File: config.mk
export PLATFORM = sky130hd
export DESIGN_NAME = fetch_ctrl_flat
export DESIGN_NICKNAME = d
export VERILOG_FILES = /design/src/rtl/fetch_pkg.sv /design/src/rtl/fetch_if.sv /design/src/rtl/fetch_fifo.sv /design/src/rtl/fetch_ctrl.sv /design/src/flat_wrapper.sv
export SDC_FILE = /design/constraint.sdc
export NUM_CORES = 1
export LEC_CHECK = 0
export ABC_AREA = 1
export CORE_UTILIZATION = 57
export CTS_CLUSTER_DIAMETER = 80
export DETAILED_ROUTE_END_ITERATION = 10
export DONT_BUFFER_PORTS = 1
export GPL_ROUTABILITY_DRIVEN = 1
export PLACE_DENSITY = 0.75
export RECOVER_POWER = 50
export SLEW_MARGIN = 20
export SYNTH_ARGS = -nofsm -noshare
export SYNTH_HDL_FRONTEND = slang
export SYNTH_HIERARCHICAL = 1
export SYNTH_SLANG_ARGS = --single-unit
File: constraint.sdc
create_clock -name clk -period 5.1 [get_ports clk]
set_input_delay 1.02 -clock clk [delete_from_list [all_inputs] [get_ports clk]]
set_output_delay 1.02 -clock clk [all_outputs]
set_load 0.005 [all_outputs]
File: src/rtl/fetch_pkg.sv
// fetch_pkg: shared types, widths and the fetch-address range check.
package fetch_pkg;
  typedef enum logic {RUN = 1'b0, FAULT = 1'b1} state_t;
  localparam int XLEN = 32;
  localparam int INST_BYTES = 4;
  localparam logic [XLEN-1:0] NOP = 32'h0000_0013;
  // 33-bit sum so a PC near 2^32 cannot wrap into range
  function automatic logic in_range(input logic [XLEN-1:0] pc, input int unsigned mem_bytes);
    return ({1'b0, pc} + 33'd3) < 33'(mem_bytes);
  endfunction
endpackage

File: src/rtl/fetch_if.sv
// fetch_if: memory, decode, redirect and fault signals of the fetch sequencer.
interface fetch_if;
  import fetch_pkg::*;
  logic [XLEN-1:0] imem_pc;
  logic [XLEN-1:0] imem_inst;
  logic out_valid;
  logic out_ready;
  logic [XLEN-1:0] out_inst;
  logic [XLEN-1:0] out_pc;
  logic redirect_valid;
  logic [XLEN-1:0] redirect_pc;
  logic fault;
  logic [XLEN-1:0] fault_pc;
  modport master(output imem_pc, out_valid, out_inst, out_pc, fault, fault_pc,
                 input imem_inst, out_ready, redirect_valid, redirect_pc);
  modport slave(input imem_pc, out_valid, out_inst, out_pc, fault, fault_pc,
                output imem_inst, out_ready, redirect_valid, redirect_pc);
endinterface

File: src/rtl/fetch_fifo.sv
// fetch_fifo: circular fetch queue; flush beats push/pop, output holds when empty.
module fetch_fifo #(
  parameter int WIDTH = 64,
  parameter int DEPTH = 2
) (
  input  logic clk,
  input  logic rst,
  input  logic push,
  input  logic pop,
  input  logic flush,
  input  logic [WIDTH-1:0] din,
  output logic [WIDTH-1:0] dout,
  output logic [$clog2(DEPTH):0] count
);
  localparam int AW = $clog2(DEPTH);
  logic [WIDTH-1:0] mem [DEPTH];
  logic [WIDTH-1:0] hold;
  logic [AW-1:0] wr, rd;
  assign dout = (count != '0) ? mem[rd] : hold;
  always_ff @(posedge clk)
    if (push && !flush) mem[wr] <= din;
  always_ff @(posedge clk or posedge rst)
    if (rst) begin
      wr <= '0;
      rd <= '0;
      count <= '0;
      hold <= '0;
    end else begin
      hold <= dout;
      if (flush) begin
        wr <= '0;
        rd <= '0;
        count <= '0;
      end else begin
        wr <= wr + AW'(push);
        rd <= rd + AW'(pop);
        count <= count + (AW+1)'(push) - (AW+1)'(pop);
      end
    end
endmodule

File: src/rtl/fetch_ctrl.sv
// fetch_ctrl: PC sequencer feeding a fetch queue, with redirect and address-fault handling.
module fetch_ctrl
  import fetch_pkg::*;
#(
  parameter logic [XLEN-1:0] RESET_PC = 32'h0000_0000,
  parameter int DEPTH = 2,
  parameter int unsigned MEM_BYTES = 1600
) (
  input logic clk,
  input logic rst,
  fetch_if.master bus
);
  localparam int CW = $clog2(DEPTH) + 1;
  state_t state, state_n;
  logic [XLEN-1:0] fetch_pc, pc_n, fault_pc_q, fault_pc_n;
  logic fault_q, fault_n, push, pop;
  logic [CW-1:0] count;
  logic [2*XLEN-1:0] dout;
  wire legal_target = (bus.redirect_pc[1:0] == 2'b00) && in_range(bus.redirect_pc, MEM_BYTES);
  assign bus.imem_pc = fetch_pc;
  assign bus.out_valid = count != '0;
  assign {bus.out_pc, bus.out_inst} = dout;
  assign bus.fault = fault_q;
  assign bus.fault_pc = fault_pc_q;
  assign pop = bus.out_valid && bus.out_ready;
  always_comb begin
    state_n = state;
    pc_n = fetch_pc;
    fault_n = fault_q;
    fault_pc_n = fault_pc_q;
    push = 1'b0;
    if (bus.redirect_valid) begin
      pc_n = bus.redirect_pc;
      state_n = legal_target ? RUN : FAULT;
      fault_n = !legal_target;
      fault_pc_n = legal_target ? fault_pc_q : bus.redirect_pc;
    end else if (state == RUN) begin
      if (!in_range(fetch_pc, MEM_BYTES)) begin
        state_n = FAULT;
        fault_n = 1'b1;
        fault_pc_n = fetch_pc;
      end else if ((count < CW'(DEPTH)) || pop) begin
        push = 1'b1;
        pc_n = fetch_pc + XLEN'(INST_BYTES);
      end
    end
  end
  always_ff @(posedge clk or posedge rst)
    if (rst) begin
      state <= RUN;
      fetch_pc <= RESET_PC;
      fault_q <= 1'b0;
      fault_pc_q <= '0;
    end else begin
      state <= state_n;
      fetch_pc <= pc_n;
      fault_q <= fault_n;
      fault_pc_q <= fault_pc_n;
    end
  fetch_fifo #(.WIDTH(2*XLEN), .DEPTH(DEPTH)) u_fifo (
    .clk(clk),
    .rst(rst),
    .push(push),
    .pop(pop),
    .flush(bus.redirect_valid),
    .din({fetch_pc, bus.imem_inst}),
    .dout(dout),
    .count(count)
  );
endmodule
File: src/flat_wrapper.sv
// flat-port wrapper written by rule: the top's interface ports become plain ports
module fetch_ctrl_flat import fetch_pkg::*;
#(
  parameter logic [XLEN-1:0] RESET_PC = 32'h0000_0000,
  parameter int DEPTH = 2,
  parameter int unsigned MEM_BYTES = 1600
)
  (clk, rst, bus_imem_pc, bus_out_valid, bus_out_inst, bus_out_pc, bus_fault, bus_fault_pc, bus_imem_inst, bus_out_ready, bus_redirect_valid, bus_redirect_pc);
  fetch_if bus_i ();
  input logic clk;
  input logic rst;
  output wire logic [$bits(bus_i.imem_pc)-1:0] bus_imem_pc;
  output wire logic [$bits(bus_i.out_valid)-1:0] bus_out_valid;
  output wire logic [$bits(bus_i.out_inst)-1:0] bus_out_inst;
  output wire logic [$bits(bus_i.out_pc)-1:0] bus_out_pc;
  output wire logic [$bits(bus_i.fault)-1:0] bus_fault;
  output wire logic [$bits(bus_i.fault_pc)-1:0] bus_fault_pc;
  input wire logic [$bits(bus_i.imem_inst)-1:0] bus_imem_inst;
  input wire logic [$bits(bus_i.out_ready)-1:0] bus_out_ready;
  input wire logic [$bits(bus_i.redirect_valid)-1:0] bus_redirect_valid;
  input wire logic [$bits(bus_i.redirect_pc)-1:0] bus_redirect_pc;
  assign bus_imem_pc = bus_i.imem_pc;
  assign bus_out_valid = bus_i.out_valid;
  assign bus_out_inst = bus_i.out_inst;
  assign bus_out_pc = bus_i.out_pc;
  assign bus_fault = bus_i.fault;
  assign bus_fault_pc = bus_i.fault_pc;
  assign bus_i.imem_inst = bus_imem_inst;
  assign bus_i.out_ready = bus_out_ready;
  assign bus_i.redirect_valid = bus_redirect_valid;
  assign bus_i.redirect_pc = bus_redirect_pc;
  fetch_ctrl #(.RESET_PC(RESET_PC), .DEPTH(DEPTH), .MEM_BYTES(MEM_BYTES)) u_core (.clk(clk), .rst(rst), .bus(bus_i));
endmodule
After elaboration in Yosys (flattened, before gate mapping)
Memory sizes are Yosys's and may differ from the RTL's.
Cells that the tools add are included.
- $add $sub $neg: 7
- magnitude comparators: 3
- equal/unequal tests: 3
- muxes and demuxes: 25
- reductions and logical operators: 13
- operators with widths (cell ; number):
    $mux W32 ; 8
    $add A32 B2 Y33 const B ; 2
    $lt A33 B11 Y1 const B ; 2
    $mux W64 ; 1
    $add A32 B3 Y32 const B ; 1
    $mux W1 ; 15
    $ne A2 B2 Y1 const B ; 3
    $reduce_and A3 Y1 ; 2
    $reduce_bool A2 Y1 ; 3
    $logic_and A1 B1 Y1 ; 3
    $add A1 B1 Y1 ; 2
    $add A2 B1 Y2 ; 1
    $logic_not A1 Y1 ; 2
    $logic_not A2 Y1 ; 1
    $lt A2 B2 Y1 const B ; 1
    $mux W2 ; 1
    $reduce_and A2 Y1 ; 1
    $sub A2 B1 Y2 ; 1
    $logic_or A1 B1 Y1 ; 1
- input bits: 68
- memories kept: 1
- flip-flop bits (word level): 134
- bits in writable memories: 128
- logic and storage cells: 60
- output and inout port bits: 130
- memories (memory ; words ; width ; rd ports ; clocked after memory_dff ; wr ports ; RTL line ; RTL):
    u_core.u_fifo.mem ; 2 ; 64 ; 1 ; 0 ; 1 ; fetch_fifo.sv:16 ; logic [WIDTH-1:0] mem [DEPTH];

Depth between registers and ports, before layout
Gate-level depths: netlist of the first run.
- depth after elaboration: 10
- mapped depth: 18
- mapped depth without buffers: 18

Cells and area by module
The synthesis of the first run kept the hierarchy.
- modules (own cells, without submodules) (module ; area an instance (um2) ; cells each ; sequential area each (um2) ; times used):
    fetch_fifo ; 7210.7 ; 570 ; 5545.3 ; 1
    fetch_ctrl ; 4847.1 ; 805 ; 1651.6 ; 1

Least setup slack after synthesis of the first run
Ideal clock, no wire load.
- path kind: flip-flop to flip-flop
- from: register u_core.fetch_pc[2], in the netlist u_core/bus.imem_pc[2]
- to: memory u_core.u_fifo.mem[1][0], enable pin
- period minus slack after synthesis: 5.191 ns
- setup slack: -0.091 ns
- data arrival time: 4.705 ns
- required time: 4.614 ns
- buffers on the path: 0
- stages on the path, launching flop included: 16
- setup time: 0.486 ns
- cell sequence: dfrtp_1 ha_1 inv_1 nor2_1 nand2_1 nor2_2 nand2_1 nand2_1 nand2_1 nor2_1 nand2_1 nor2_2 nand4_2 nor2_1 nand2_1 nor2_1
- cells in the longest elaborated chain, start to end: 8
- ends and longest elaborated chain (item ; RTL line ; RTL):
    start: declaration ; fetch_ctrl.sv:15 ; logic [XLEN-1:0] fetch_pc, pc_n, fault_pc_q, fault_pc_n;
    start signal: assignment ; fetch_ctrl.sv:56 ; fetch_pc <= pc_n;
    $add A32 B2 Y33 ; fetch_pkg.sv:9 ; return ({1'b0, pc} + 33'd3) < 33'(mem_bytes);
    $lt A33 B11 Y1 ; fetch_pkg.sv:9 ;
    $mux W1 ; fetch_ctrl.sv:38 ; if (!in_range(fetch_pc, MEM_BYTES)) begin
    $mux W1 ; fetch_ctrl.sv:37 ; end else if (state == RUN) begin
    $mux W1 ; fetch_ctrl.sv:32 ; if (bus.redirect_valid) begin
    via u_core.push ; fetch_ctrl.sv:16 ; logic fault_q, fault_n, push, pop;
    $logic_and A1 B1 Y1 ; fetch_fifo.sv:21 ; if (push && !flush) mem[wr] <= din;
    $mux W1 ; fetch_fifo.sv:21 ;
    $mux W1 (not written as such) ; fetch_fifo.sv:21 ;
    end: declaration ; fetch_fifo.sv:16 ;
The timed path passes the listed nets, and every way through them passes these cells.

Final worst setup path of the first run
- from: register u_core.fetch_pc[0], in the netlist u_core/bus.imem_pc[0]
- to: memory u_core.u_fifo.mem[1][11], enable pin
Same word-level chain as after synthesis.

==> results of run 1 <==
==> state kept, by name, summed over array words and instances (netlist names) <==
register / cells
u_core/bus.fault: 1
u_core/u_fifo/count: 2
u_core/u_fifo/wr: 1
u_core/u_fifo/mem: 128
u_core/bus.imem_pc: 32
u_core/state: 1
u_core/bus.fault_pc: 32
u_core/u_fifo/rd: 1
u_core/u_fifo/hold: 64
==> worst max-delay path by stage <==
stage | from | slack [ps] | end
floorplan | u_core/bus.imem_pc[2] | 980 | u_core/u_fifo/mem[1][0]
global placement | u_core/bus.imem_pc[2] | 1360 | u_core/u_fifo/mem[1][8]
detailed placement | u_core/bus.imem_pc[2] | 1320 | u_core/u_fifo/mem[1][59]
CTS | u_core/bus.imem_pc[2] | 1310 | u_core/u_fifo/mem[1][25]
global route | rst | 540 | u_core/bus.fault_pc[17]
finish | u_core/bus.imem_pc[0] | 1300 | u_core/u_fifo/mem[1][11]
==> power by group <==
group	total (mW)	switching, mW	internal [mW]
logic	0.800	0.577	0.224
clock network	1.87	0.776	1.09
registers	2.72	0.187	2.53
==> worst max-delay path, cell delays in order, from the launching register on <==
cell	delay, ps
dfrtp_1	530
inv_1	110
nand2_1	300
nand2_1	150
nor2_1	310
nand2_1	100
nand2_1	60
nand2_1	60
nor2_1	90
nand3_1	80
nor2_2	200
nand4_2	180
nor2_1	260
nand2_1	150
nor2_4	90
buf_4	670
==> cell usage in the layout (no fill, tap or decap), types with 3 or more instances in the layout <==
cell       synthesis  final
nand2_1          490    490
o21ai_0          164    169
inv_1            146    145
dfrtp_1          134    133
edfxtp_1         128    128
nor2_1           116    114
nand3_1           40     40
nand4_1           37     37
clkbuf_16          0     27
o21ai_1           16     11
nor2_2            11     10
clkbuf_1          16      8
nand3b_1           8      8
clkinv_2           0      7
a21oi_1            7      7
buf_4              2      7
nor2_4             2      5
nor3_1             5      5
clkinv_1           0      4
nand2_2            4      4
ha_1               3      3
==> layout make-up <==
cell class | count | area, µm²
Fill cell | 1747 | 7440
Timing Repair Buffer | 9 | 83.8
Clock buffer | 35 | 716
Clock inverter | 15 | 128
Multi-Input combinational cell | 916 | 4030
Sequential cell | 262 | 7200
Tap cell | 270 | 338
Inverter | 147 | 553
==> layer usage <==
layer  part of all wire  GRT usage  vias to the layer above  routed length [µm]
met4              0.017     0.0634                        0                 503
met1               0.42      0.379                     4287               12700
met3              0.090     0.0645                       45                2680
li1                   -          -                     4435                   -
met5                  0          0                        -                   0
met2               0.47      0.436                      365               14000
==> logic make-up (layout without fill, tap and decap cells) <==
family                     count (synthesis)  after routing  share of synthesized area
DFF                                      262            262                      0.597
and+or+nand+nor                          717            717                      0.246
xor gates and xnor gates                   4              4                    0.00291
adders and majority gates                  3              3                    0.00311
AOI/OAI and AO/OA                        192            192                     0.0807
buffers and inverters                    197            206                     0.0705
==> stage by stage <==
step                total power, mW  setup WS (ps)
floorplan                      3.33            975
global placement               3.52           1360
detailed placement             3.56           1320
CTS                            5.42           1310
global route                   5.64            537
finish                         5.39           1300
==> metrics.md, run 1 <==
| Metric | Value |
|---|---|
| Main flop type after synthesis | dfrtp_1 |
| Mapped Cells | 1375 |
| Share of layout cells above drive strength 1 | 0.0520 |
| Hold bufs inserted after CTS | 0 |
| Tmin final | 3800 ps |
| Placed Instances | 1603 |
| Post-synth ARST share | 0.511 |
| Final net count | 1434 |
| DRC viols | 0 |
| Pre-antenna DRT Iters | 6 |
| Setup TNS | 0 ps |
| Crit end category | flip-flop |
| Largest net degree at the start of global routing | 130 |
| Violated checks | max-capacitance violations, max-slew violations |
| Final Skew | 15.5 ps |
| P_leak | 5.63 nW |
| # clock sinks | 262 |
| Yosys warns | 6 |
| Count leader, synth | nand2_1 |
| Rel. slew slack | -1.35 |
| Die area | 21700 µm² |
| Initial Utilization | 0.588 |
| Antenna violations before repair | 0 |
| Hold Slack | 414 ps |
| Startpoint Class | flip-flop |
| Sequential area share after synthesis | 0.597 |
| CTS tree | built |
| DRT iter0 DRCs | 753 |
| Setup Fix Bufs, Post-CTS | 0 |
| Cts repair resizes | 0 |
| Num CTS Buffers | 27 |
| Slew @ Worst Pin | 3520 ps |
| RSZ-0062 raised after global routing | no |
| Syn_nets | 1446 |
| First-pass GRT wire length | 45600 µm |
| Crit Path Max Fanout | 64 |
| Reg2Reg Setup Slack | 1300 ps |
| Area of the mapped netlist | 12100 µm² |
| Site Rows | 52 |
| Routed via count | 9132 |
| Worst hold path type | primary input to asynchronous set/reset pin |
| Placed inst area | 12200 µm² |
| Finished Core Util | 0.637 |
| Number of enable flip-flop cells after synthesis | 128 |
| Fin area | 13100 µm² |
| Vias in the first global route | 8526 |
| Tot GR Track Use | 0.272 |
| Setup violations, final | 0 |
| Reg clk slew, reported paths | 60 ps |
| MaxCap Viol Count | 1 |
| Synth cell count leaders | nand2_1 (490), o21ai_0 (164), inv_1 (146), dfrtp_1 (134), edfxtp_1 (128) |
| #FFs+latches synth | 262 |
| Period utilisation layout | 0.744 |
| Worst VDD drop | 222 µV |
| Clock Tree Root | clkbuf_16 |
| Final ANT Viol Nets | 0 |
| Pwr/cell area | 413 nW/µm² |
| Req. time, crit path | 5240 ps |
| Cell accounting for the most synthesized area | edfxtp_1 |
| Post-Layout Cell Count | 1654 |
| Fmax | 0.263 GHz |
| Port bufs | 0 |
| Reg2reg end | u_core/u_fifo/mem[1][11] |
| Final hold vios | 0 |
| DP HPWL | 21000 µm |
| Count of different cell masters after synthesis | 31 |
| Latest clock arrival within the worst-skew pair | 530 ps |
| Clk buf depth | 3 |
| DIE HEIGHT | 147 µm |
| Final RePlAce weighted congestion | 0.941 |
| Via density per instance | 5.52 |
| Share of the synthesized area in the top cell type | 0.319 |
| DIE WIDTH | 147 µm |
| H-tree depth | 1 |
| Max-slew violations | 67 |
| Outcome | finished with violations |
| Crit Path Category | flip-flop to flip-flop |
| CP arrival | 3940 ps |
| Antenna Diode Count | 0 |
| GR Overflow Total | 0 |
| Syn-to-layout area delta | 8.23% |
| CORE AREA | 20500 µm² |
| Drt total wl | 29900 µm |
| R2r startpoint | u_core/bus.imem_pc[0] |
| Syn Area/Cell | 8.77 µm² |
| R2R depth | 15 |
| Ports | 198 |
| Top cells by area, synth | edfxtp_1 (32%), dfrtp_1 (28%), nand2_1 (15%), o21ai_0 (6.8%), inv_1 (4.5%) |
| DR WL/cell | 18.1 µm |
Power figures use the tool's default switching activity.
==> run 2, diff against run 1 <==
- CORE_UTILIZATION: 57 -> 64
- PLACE_DENSITY: 0.75 -> 0.8
- clock period: 5.1 -> 3.8 ns (I/O delays scaled with it)
==> run 2 against run 1 <==
The flow finishes with violations (design-rule violations, max-capacitance violations, max-slew violations); register-to-register slack got worse by 910 ps; largest cell class unchanged; critical endpoint is now u_core/u_fifo/mem[1][49]; maximum frequency rose by 12%; critical path type unchanged; count of clock-buffer cells in the layout rose by 2; combinational power rose by 36%; largest power group unchanged.
==> metrics.md, run 2 (same netlist as run 1, synthesis figures left out) <==
| Metric | Value |
|---|---|
| Outcome | finished with violations |
| Violated checks | design-rule violations, max-capacitance violations, max-slew violations |
| Internal Pwr Total | 5.20 mW |
| DRC viols | 11 |
| Worst VDD drop | 495 µV |
| Largest net degree at the start of global routing | 94 |
| Final Skew | 11.7 ps |
| Final hold vios | 0 |
| Max reg flops | 128 |
| Pre-antenna DRT Iters | 10 |
| CP arrival | 3610 ps |
| DIE HEIGHT | 139 µm |
| Crit Path Category | flip-flop to flip-flop |
| Syn-to-layout area delta | 8.39% |
| DP HPWL | 21700 µm |
| Clk buf depth | 3 |
| Share of layout cells above drive strength 1 | 0.0561 |
| Hold Crit Endpoint | u_core/u_fifo/rd |
| HP Start | bus_redirect_valid |
| Vias in the first global route | 9038 |
| H-tree depth | 1 |
| Largest registers | u_core/u_fifo/mem: 128 flops, u_core/u_fifo/hold: 64 flops |
| Tmin final | 3400 ps |
| Family with the most delay on the worst path | simple AND/OR/NAND/NOR gates |
| Finished Core Util | 0.718 |
| Fin area | 13100 µm² |
| Crit Path Max Fanout | 45 |
| First-pass GRT wire length | 47600 µm |
| Crit path top cell by count | nand2_1 |
| CORE AREA | 18200 µm² |
| Via density per instance | 5.73 |
| PnR Total Power | 7.30 mW |
| Critical Path Max Stage Delay | 550 ps |
| MaxCap Viol Count | 1 |
| Startpoint Class | flip-flop |
| Req. time, crit path | 4000 ps |
| Final ANT Viol Nets | 0 |
| Initial Utilization | 0.662 |
| Latest clock arrival within the worst-skew pair | 530 ps |
| Setup violations, final | 0 |
| Slowest CP cell | dfrtp_1 |
| Reg2Reg Setup Slack | 400 ps |
| Reg2reg end | u_core/u_fifo/mem[1][49] |
| Die area | 19400 µm² |
| Period utilisation layout | 0.895 |
| Pwr/cell area | 559 nW/µm² |
| Routed via count | 9269 |
| R2r startpoint | u_core/bus.imem_pc[12] |
| RSZ-0062 raised after global routing | no |
| Comb pwr share | 0.149 |
| Placed inst area | 12200 µm² |
| Fillcell total | 1369 |
| Reg power frac | 0.501 |
| Port bufs | 0 |
| # clock sinks | 262 |
| Site Rows | 49 |
| DRT iter0 DRCs | 886 |
| NetSw | 2.10 mW |
| Clock power share | 0.350 |
| Largest Register | u_core/u_fifo/mem |
| Most frequent cells in the layout | nand2_1 (490), o21ai_0 (164), inv_1 (145) |
| Setup TNS | 0 ps |
| Worst path cell trace | nand2_1, nor2_1, nand2_1, nor2_1, nand2_1, nand2_1, nand2_1, nor2_1, nand2_1, nor2_2, nand4_2, nor2_1, nand2_1, nor2_4, buf_12 |
| Rel. slew slack | -0.542 |
| Hold Crit Depth | 1 |
| P_leak | 5.66 nW |
| Cts repair resizes | 0 |
| Antenna Diode Count | 0 |
| Reg clk slew, reported paths | 60 ps |
| Slew @ Worst Pin | 2300 ps |
| Commonest non-fill, non-tap cell in the layout | nand2_1 |
| Buf/Inv on CP | 1 |
| Fmax | 0.294 GHz |
| Clock Tree Root | clkbuf_16 |
| Num CTS Buffers | 26 |
| Sw frac | 0.288 |
| Final RePlAce weighted congestion | 0.966 |
| GR Overflow Total | 0 |
| DIE WIDTH | 139 µm |
| DR WL/cell | 18.5 µm |
| Ports | 198 |
| Hold bufs inserted after CTS | 0 |
| Crit end category | flip-flop |
| Max-slew violations | 48 |
| CTS tree | built |
| Setup Fix Bufs, Post-CTS | 0 |
| Final net count | 1441 |
| Drt total wl | 29900 µm |
| Worst hold path type | primary input to flip-flop |
| R2R depth | 15 |
| Antenna violations before repair | 0 |
| Tot GR Track Use | 0.316 |
-- run 2: changes by cell type in the layout (fill, tap and decap cells not counted), sizes merged --
cell,previous run,this run
inv,147,146
buf,8,12
clkinvlp,1,3
clkbuf,36,42
clkinv,12,7
-- run 2: cell type report --
type / count / area, µm² / area share
Multi-Input combinational cell: 916 / 4030 / 0.308
Timing Repair Buffer: 17 / 134 / 0.0102
Sequential cell: 262 / 7200 / 0.551
Tap cell: 229 / 287 / 0.0219
Inverter: 147 / 553 / 0.0423
Clock inverter: 11 / 121 / 0.00929
Clock buffer: 37 / 743 / 0.0569
-- run 2: worst max path at each step --
stage                                start                  endpoint  slack (ps)  cells past startpoint
floorplan            u_core/bus.imem_pc[2]   u_core/u_fifo/mem[1][0]         370                     15
global placement    u_core/bus.imem_pc[12]  u_core/u_fifo/mem[1][11]         470                     15
detailed placement  u_core/bus.imem_pc[12]  u_core/u_fifo/mem[1][11]         460                     15
CTS                 u_core/bus.imem_pc[12]  u_core/u_fifo/mem[1][58]         440                     15
global route        u_core/bus.imem_pc[12]  u_core/u_fifo/mem[1][49]         170                     15
finish              u_core/bus.imem_pc[12]  u_core/u_fifo/mem[1][49]         400                     15
-- run 2: per-stage QoR --
step / instances / hold slack, ps / setup WS, ps
after CTS: 1619 / 168 / 443
after detailed placement: 1571 / 489 / 460
after global routing: 1619 / 281 / 170
final: 1619 / 303 / 399
after floorplan: 1375 / 464 / 368
after global placement: 1571 / 485 / 469
-- run 2: per-layer routing --
layer | vias up | GRT usage | routed length [µm]
met5 | - | 0 | 0
met1 | 4318 | 0.423 | 12000
li1 | 4446 | - | -
met4 | 0 | 0.104 | 932
met3 | 67 | 0.0919 | 3260
met2 | 438 | 0.500 | 13700
-- run 2: power by group through the flow --
stage               combinational, mW  sequential, mW  clock, mW
floorplan                       0.879            3.59          0
global placement                 1.05            3.69          0
detailed placement               1.09            3.71          0
CTS                              1.10            3.66       2.58
global route                     1.25            3.70       2.68
finish                           1.09            3.66       2.55
